$ cat src/rtl/moa_pkg.sv
// Shared constants for the 8-operand multi-operand adder feeder.
package moa_pkg;
  localparam int MOA_W   = 8;
  localparam int MOA_SW  = 11;
  localparam int MOA_N   = 8;
  localparam int MOA_LAT = 2;
  localparam int CNT_W   = 4;
endpackage

$ cat src/rtl/moa_res_fifo.sv
// Result FIFO holding {operand count, sum} pairs; head reads as zero when empty.
module moa_res_fifo #(
  parameter int D  = 4,
  parameter int SW = 11,
  parameter int CW = 4
) (
  input  logic                clk,
  input  logic                rst_n,
  input  logic                push,
  input  logic [SW-1:0]       push_sum,
  input  logic [CW-1:0]       push_count,
  input  logic                pop,
  output logic [SW-1:0]       head_sum,
  output logic [CW-1:0]       head_count,
  output logic [$clog2(D):0]  fifo_count,
  output logic                empty,
  output logic                full
);
  localparam int AW = $clog2(D);
  localparam int FW = AW + 1;

  logic [CW+SW-1:0] mem [D];
  logic [AW-1:0]    wr_ptr;
  logic [AW-1:0]    rd_ptr;

  always_ff @(posedge clk or negedge rst_n) begin
    if (!rst_n) begin
      wr_ptr     <= '0;
      rd_ptr     <= '0;
      fifo_count <= '0;
    end else begin
      wr_ptr     <= wr_ptr + AW'(push);
      rd_ptr     <= rd_ptr + AW'(pop);
      fifo_count <= fifo_count + FW'(push) - FW'(pop);
    end
  end

  always_ff @(posedge clk) begin
    if (push) mem[wr_ptr] <= {push_count, push_sum};
  end

  assign empty = (fifo_count == '0);
  assign full  = (fifo_count == FW'(D));
  assign {head_count, head_sum} = empty ? '0 : mem[rd_ptr];
endmodule

$ cat src/rtl/moa_8x8_operand_feeder.sv
// Groups a serial operand stream into up to 8 parallel adder operands and
// collects the fixed-latency adder results into a credit-protected FIFO.
module moa_8x8_operand_feeder
  import moa_pkg::*;
#(
  parameter int W   = MOA_W,
  parameter int SW  = MOA_SW,
  parameter int LAT = MOA_LAT,
  parameter int D   = 4
) (
  input  logic             clk,
  input  logic             rst_n,
  input  logic             in_valid,
  output logic             in_ready,
  input  logic [W-1:0]     in_data,
  input  logic             in_last,
  output logic [W-1:0]     x0,
  output logic [W-1:0]     x1,
  output logic [W-1:0]     x2,
  output logic [W-1:0]     x3,
  output logic [W-1:0]     x4,
  output logic [W-1:0]     x5,
  output logic [W-1:0]     x6,
  output logic [W-1:0]     x7,
  input  logic [SW-1:0]    moa_summ,
  output logic             res_valid,
  input  logic             res_ready,
  output logic [SW-1:0]    res_sum,
  output logic [CNT_W-1:0] res_count
);
  localparam int FCW   = $clog2(D) + 1;
  localparam int IDX_W = $clog2(MOA_N);

  logic [W-1:0]     opnd_buf [MOA_N];
  logic [W-1:0]     x_q      [MOA_N];
  logic [W-1:0]     x_next   [MOA_N];
  logic [CNT_W-1:0] cnt;
  logic [CNT_W-1:0] hold_size;
  logic [CNT_W-1:0] grp_size;
  logic             hold;
  logic             accept;
  logic             complete;
  logic             can_launch;
  logic             launch;
  logic [LAT:0]     launch_vld;
  logic [CNT_W-1:0] launch_tag [LAT+1];
  logic [FCW-1:0]   fifo_count;
  logic             fifo_push;
  logic             fifo_pop;
  logic             fifo_empty;
  logic             fifo_full;
  int               inflight;

  assign in_ready = !hold;
  assign accept   = in_valid && in_ready;
  assign complete = accept && (in_last || cnt == CNT_W'(MOA_N - 1));
  assign grp_size = hold ? hold_size : cnt + 1'b1;

  // A same-cycle pop is not credited, so a result can never arrive to a full FIFO.
  always_comb begin
    inflight = 0;
    for (int i = 0; i <= LAT; i++) inflight += int'(launch_vld[i]);
  end

  assign can_launch = !fifo_full && ((int'(fifo_count) + inflight) < D);
  assign launch     = (complete || hold) && can_launch;

  // Slots at or beyond the group size are forced to zero so old operands never leak.
  always_comb begin
    for (int i = 0; i < MOA_N; i++) begin
      x_next[i] = '0;
      if (CNT_W'(i) < grp_size)
        x_next[i] = (!hold && CNT_W'(i) == cnt) ? in_data : opnd_buf[i];
    end
  end

  always_ff @(posedge clk or negedge rst_n) begin
    if (!rst_n) begin
      cnt        <= '0;
      hold       <= 1'b0;
      hold_size  <= '0;
      launch_vld <= '0;
      for (int i = 0; i < MOA_N; i++) x_q[i] <= '0;
    end else begin
      launch_vld <= {launch_vld[LAT-1:0], launch};
      if (launch) begin
        cnt  <= '0;
        hold <= 1'b0;
        x_q  <= x_next;
      end else if (complete) begin
        hold      <= 1'b1;
        hold_size <= grp_size;
      end else if (accept) begin
        cnt <= cnt + 1'b1;
      end
    end
  end

  always_ff @(posedge clk) begin
    if (accept) opnd_buf[cnt[IDX_W-1:0]] <= in_data;
    launch_tag[0] <= grp_size;
    for (int i = 1; i <= LAT; i++) launch_tag[i] <= launch_tag[i-1];
  end

  assign {x0, x1, x2, x3} = {x_q[0], x_q[1], x_q[2], x_q[3]};
  assign {x4, x5, x6, x7} = {x_q[4], x_q[5], x_q[6], x_q[7]};

  // Stage LAT lines up with the adder output for that launch.
  assign fifo_push = launch_vld[LAT];
  assign fifo_pop  = res_valid && res_ready;
  assign res_valid = !fifo_empty;

  moa_res_fifo #(
    .D (D),
    .SW(SW),
    .CW(CNT_W)
  ) u_fifo (
    .clk       (clk),
    .rst_n     (rst_n),
    .push      (fifo_push),
    .push_sum  (moa_summ),
    .push_count(launch_tag[LAT]),
    .pop       (fifo_pop),
    .head_sum  (res_sum),
    .head_count(res_count),
    .fifo_count(fifo_count),
    .empty     (fifo_empty),
    .full      (fifo_full)
  );
endmodule

$ cat config.mk
export PLATFORM = sky130hd
export DESIGN_NAME = moa_8x8_operand_feeder
export DESIGN_NICKNAME = d
export VERILOG_FILES = /design/src/rtl/moa_pkg.sv /design/src/rtl/moa_res_fifo.sv /design/src/rtl/moa_8x8_operand_feeder.sv
export SDC_FILE = /design/constraint.sdc
export NUM_CORES = 1
export LEC_CHECK = 0
export ABC_AREA = 1
export CAP_MARGIN = 20
export CORE_ASPECT_RATIO = 0.7
export CORE_UTILIZATION = 56
export CTS_CLUSTER_SIZE = 16
export DETAILED_ROUTE_END_ITERATION = 16
export GPL_TIMING_DRIVEN = 1
export PLACE_DENSITY = 0.81
export SLEW_MARGIN = 20
export SYNTH_ARGS = -nofsm -noshare
export SYNTH_HDL_FRONTEND = slang
export SYNTH_SLANG_ARGS = --single-unit
export TNS_END_PERCENT = 100
$ cat constraint.sdc
create_clock -name clk -period 3.2 [get_ports clk]
set_clock_uncertainty 0.15 [all_clocks]
set_input_delay 0.32 -clock clk [delete_from_list [all_inputs] [get_ports clk]]
set_output_delay 0.32 -clock clk [all_outputs]
set_load 0.03 [all_outputs]
# After elaboration in Yosys (flattened, before gate mapping)
# Memory sizes are Yosys's and may differ from the RTL's.
# Index checks and enable logic that the tools add are counted.
[classes] bitwise_logic=1 magnitude_cmp=9 multipliers=0 n_eq_ne=10 shift=0 n_reduce_logical=24 n_div=0 muxes=27 add_sub_neg=8
[op_table] operator="2-to-1 mux 8 bit" n=16
[op_table] operator="== test 3 x 4 -> 1 bit (first input constant)" n=4
[op_table] operator="less-than comparator 3 x 4 -> 1 bit (first input constant)" n=4
[op_table] operator="2-to-1 mux 4 bit" n=4
[op_table] operator="2-to-1 mux 15 bit" n=1
[op_table] operator="logical AND 1 bit" n=13
[op_table] operator="== test 2 x 4 -> 1 bit (first input constant)" n=2
[op_table] operator="less-than comparator 1 x 4 -> 1 bit (first input constant)" n=2
[op_table] operator="less-than comparator 2 x 4 -> 1 bit (first input constant)" n=2
[op_table] operator="2-to-1 mux 1 bit" n=6
[op_table] operator="adder 2 x 1 -> 2 bit" n=2
[op_table] operator="adder 3 x 3 -> 4 bit" n=1
[op_table] operator="adder 4 x 1 -> 4 bit (second input constant)" n=1
[op_table] operator="== test 1 x 4 -> 1 bit (first input constant)" n=1
[op_table] operator="== test 4 x 3 -> 1 bit (second input constant)" n=1
[op_table] operator="zero test 4 bit" n=1
[op_table] operator="less-than comparator 4 x 3 -> 1 bit (second input constant)" n=1
[op_table] operator="AND reduction 2 bit" n=2
[op_table] operator="nonzero test 2 bit" n=2
[op_table] operator="adder 2 x 1 -> 3 bit" n=1
[op_table] operator="adder 3 x 1 -> 3 bit" n=1
[op_table] operator="== test 3 bit (second input constant)" n=1
[op_table] operator="zero test 1 bit" n=3
[op_table] operator="zero test 3 bit" n=1
[op_table] operator="other kinds (5)" n=6
[totals] rom_bits=0 ramBits=136 n_memories=3 output_inout_bits=81 latchBits=0 register_bits=83 in_bits=24
[memory_table] name="opnd_buf" words=8 width=8 read_ports=8 rd_clocked_by_memory_dff=0 write_ports=1 line_no="moa_8x8_operand_feeder.sv:34" text="logic [W-1:0] opnd_buf [MOA_N];"
[memory_table] name="u_fifo.mem" words=4 width=15 read_ports=1 rd_clocked_by_memory_dff=0 write_ports=1 line_no="moa_res_fifo.sv:22" text="logic [CW+SW-1:0] mem [D];"
[memory_table] name="launch_tag" words=3 width=4 read_ports=3 rd_clocked_by_memory_dff=0 write_ports=3 line_no="moa_8x8_operand_feeder.sv:46" text="logic [CNT_W-1:0] launch_tag [LAT+1];"

# Depth between registers and ports, before layout
[depth] word_depth=8 depth_mapped=12

# Hierarchy
# Synthesis repeated with hierarchy kept, for this count alone.
[hier_totals] hier_cells=1022 hier_area_um2=9559.2
[modules_own_cells] module="moa_8x8_operand_feeder" seq_area_each_um2=4063.9 cells_each=754 instances=1 area_per_inst_um2=6660.1
[modules_own_cells] module="moa_res_fifo" seq_area_each_um2=1976.9 cells_each=268 instances=1 area_per_inst_um2=2899.0

# Worst setup path after synthesis
# Ideal clock, no wire load.
[synth_timing] path_type="register -> register" from="reg u_fifo.fifo_count[2]" to="reg u_fifo.fifo_count[2]" stages_incl_launch_ff=10 arrival_ns=2.265 slack_ns=0.656 period_less_slack_ns=2.544 n_path_buf=1 t_required_ns=2.921 path_cell_list="dfrtp_1 nor3_2 clkbuf_1 nor2_1 ha_1 inv_1 ha_1 fa_1 xnor2_1 xor2_1"
[synth_via] elab_chain_len=4 word_cells_on_any_way=5 classes_between="add/sub (2); reduce/logical (3)"
[synth_rtl] item="start, declared" line_no="moa_res_fifo.sv:15" text="output logic [$clog2(D):0] fifo_count,"
[synth_rtl] item="start signal, assigned" line_no="moa_res_fifo.sv:34" text="fifo_count <= fifo_count + FW'(push) - FW'(pop);"
[synth_rtl] item="parallel branches: the longest is 3 deep, another holds adder 3 x 1 -> 3 bit"
[synth_rtl] item="subtractor 3 x 1 -> 3 bit (*)" line_no="moa_res_fifo.sv:34"
# Mark *: on every way between the ends.
# A chain may end at the register's enable or synchronous reset.

# Worst setup path after layout
[layout_timing] from="reg u_fifo.rd_ptr[0]" to="out res_count[1]"
[layout_via] elab_chain_len=2
[layout_rtl] item="start, declared" line_no="moa_res_fifo.sv:24" text="logic [AW-1:0] rd_ptr;"
[layout_rtl] item="start signal, assigned" line_no="moa_res_fifo.sv:33" text="rd_ptr <= rd_ptr + AW'(pop);"
[layout_rtl] item="memory (4 x 15 bit)"
[layout_rtl] item="2-to-1 mux 15 bit" line_no="moa_res_fifo.sv:44" text="assign {head_count, head_sum} = empty ? '0 : mem[rd_ptr];"
[layout_rtl] item="end, declared" line_no="moa_8x8_operand_feeder.sv:29" text="output logic [CNT_W-1:0] res_count"
# Every way passes these cells.

==> flow_summary.json <==
{
  "synthDistinctLibCells": 33,
  "power.share.switching_pct": 39.9,
  "io_pins": 105,
  "powerDensity_mw_per_mm2": 1000,
  "synth_top_family_by_area": "simple AND/OR/NAND/NOR gates",
  "grt_setup_unrepaired": "false",
  "synth.net_count": 979,
  "cts.sinks": 219,
  "cp-start-kind": "register",
  "antenna_cells": 0,
  "muxShareOfSynthArea_pct": 0,
  "max_freq_mhz": 342,
  "fp-row-count": 39,
  "synthAdderAreaFrac_pct": 1.63,
  "dieArea_mm2": 0.0173,
  "first_pass_iters": 5,
  "synth.top_cells.by_area": "edfxtp_1, dfrtp_1, nand2_1",
  "max_cap_viol_count": 0,
  "antenna_found_initial": 0,
  "hold_buffers": 1,
  "clk_pin_slew_ns": 0.06,
  "cts_setup_buffers": 0,
  "run_status": "finished, final reports clean",
  "cell_internal_pwr_mw": 6.88,
  "routed_wl_um": 19700,
  "syn_area_mm2": 0.00937,
  "ys_ff_latch": 219,
  "via_per_inst": 5.16,
  "p_leak_nw": 5.11,
  "ys_seq_area_share_pct": 64.5,
  "die_h_um": 110,
  "worst_ep_required_time_ns": 2.73,
  "total_power_mw": 11.5,
  "hold_viol_final": 0,
  "tightest_slew_ns": 0.754,
  "yosysTopAreaCell": "edfxtp_1",
  "cts_buffers": 21,
  "drive_above_1_share_pct": 8.13,
  "post-route-period-util_pct": 91.3,
  "die_width_um": 157,
  "ant_nets": 0,
  "crit_path_end_kind": "primary output",
  "area_growth_pct": 21.8,
  "drt-initial-drc-count": 668,
  "seq_power_share_pct": 35.3,
  "max-slew-margin-rel_pct": 49.7,
  "report.final.slew_viol_count": 0,
  "place_congestion": 0.849,
  "cp_max_fo": 32,
  "syn_inst": 944,
  "p_clk_share_pct": 22.6,
  "synth-compound-area-share_pct": 7.51,
  "synth_simple_gate_area_share_pct": 19.7,
  "cts-resized-gates": 0,
  "grt_pass1_wl_um": 31400,
  "initial_core_util_pct": 57.3,
  "core_area_mm2": 0.0163,
  "detailed_place_hpwl_um": 12700,
  "clk_path_buf_depth": 3,
  "grt_max_degree": 84,
  "synth_warnings": 0,
  "hold_class": "register to register",
  "vdd_drop_max_uv": 577,
  "wl_per_cell_um": 15.2,
  "nets": 1090,
  "setup_viol": 0,
  "portBuffers": 104,
  "switchingPower_mw": 4.57,
  "tns_ns": 0,
  "cp.arrival_ns": 2.45,
  "drc": 0,
  "htree_levels": 1,
  "synth_xor_area_share_pct": 0.374,
  "tritoncts": "built",
  "crit_type": "register to primary output",
  "first_global_vias": 6216,
  "clockRootBuffer": "clkbuf_16",
  "finalCriticalPeriod_ns": 2.92,
  "vias": 6676,
  "postSynthAreaPerCell_um2": 9.92,
  "pwr-share-comb_pct": 42.1,
  "clk-insertion-delay-late_ns": 0.49,
  "yosys.area.top_type_share_pct": 39.8,
  "overflow": 0,
  "grt_usage_pct": 23.6
}
## stage by stage
stage               instances  utilization [%]  hold slack, ns  setup WS, ns  cell area (um^2)
floorplan                 944                -          -0.126         0.656              9370
finish                   1295             69.8           0.164         0.277             11400
detailed placement       1256             65.1           0.162         0.717             10600
global route             1295             69.8           0.177         0.174             11400
global placement         1256             65.1           0.163         0.811             10600
CTS                      1295             69.8           0.161         0.237             11400
## synth_stat cells (all sizes together)
master,instances
nand2,282
nor2,148
edfxtp,124
inv,96
o21ai,95
dfrtp,83
a21oi,26
buf,22
clkbuf,13
nand3,13
dfxtp,12
ha,9
nor3,6
o211ai,4
nand4,3
xor2,3
fa,2
clkinv,1
or2,1
xnor2,1
## power groups by stage
| stage | clock network, mW | logic [mW] | registers, mW |
|---|---|---|---|
| finish | 2.59 | 4.82 | 4.05 |
| global route | 2.72 | 5.28 | 4.13 |
| CTS | 2.61 | 4.84 | 4.05 |
| detailed placement | 0 | 4.78 | 4.10 |
| global placement | 0 | 4.68 | 4.08 |
| floorplan | 0 | 2.76 | 4.51 |
## registers in the layout (all words and copies together), names as in the netlist, 4 cells and up
register	count
x0	8
hold_size	4
launch_tag	12
x7	8
x1	8
x4	8
x5	8
x3	8
x2	8
x6	8
opnd_buf	64
cnt	4
u_fifo.mem	60
## cells by family (layout without fill, tap and decap cells)
family / Yosys count / count (layout)
DFF: 219 / 219
and+or+nand+nor: 453 / 453
xor gates and xnor gates: 4 / 4
AOI/OAI and AO/OA: 125 / 125
buffers and inverters: 132 / 258
adders and majority gates: 11 / 11
## final timing paths
kind,startpoint,endpoint,slack [ns],depth (start not counted)
max,u_fifo.rd_ptr[0]$_DFF_PN0_,res_count[1],0.28,6
min reg2reg,launch_tag[0][4]$_DFF_P_,launch_tag[0][8]$_DFF_P_,0.16,0
max reg2reg,launch_vld[0]$_DFF_PN0_,x7[4]$_DFFE_PN0P_,0.71,9
max in group asynchronous,rst_n,x6[2]$_DFFE_PN0P_,2.09,2
min,launch_tag[0][4]$_DFF_P_,launch_tag[0][8]$_DFF_P_,0.16,0
min in group asynchronous,rst_n,x1[5]$_DFFE_PN0P_,0.30,2
## cells in the final DEF (no fill, tap or decap), drive strengths merged, types with 19 or more instances in the layout
cell / count
a21oi: 26
buf: 19
clkbuf: 29
clkdlybuf4s50: 103
dfrtp: 83
edfxtp: 124
inv: 98
nand2: 282
nor2: 148
o21ai: 95
## area by class of cell
type | instances | area (um^2)
inverter | 97 | 367
sequential | 219 | 6040
clock buffer | 29 | 671
timing repair buffer | 123 | 1210
multi-input combinational | 593 | 2760
clock inverter | 9 | 77.6
tap | 225 | 282
fill | 1178 | 4940
## worst max-delay path, cell delays in order, from the launching register on
cell             delay [ns]
dfrtp_1                0.36
buf_4                  0.24
inv_1                  0.12
buf_4                  0.20
o21ai_0                0.13
a21oi_1                0.21
clkdlybuf4s50_1        0.70
## per-layer routing
layer  vias up  part of all wire (%)  global-route usage, %
met4         0                   1.4                   5.67
met1      3158                    47                   35.0
met5         -                     0                      0
met3        28                   6.2                   3.67
met2       244                    45                   36.8
li1       3246                     -                      -
Note: power is estimated with default switching activity, not from simulation.
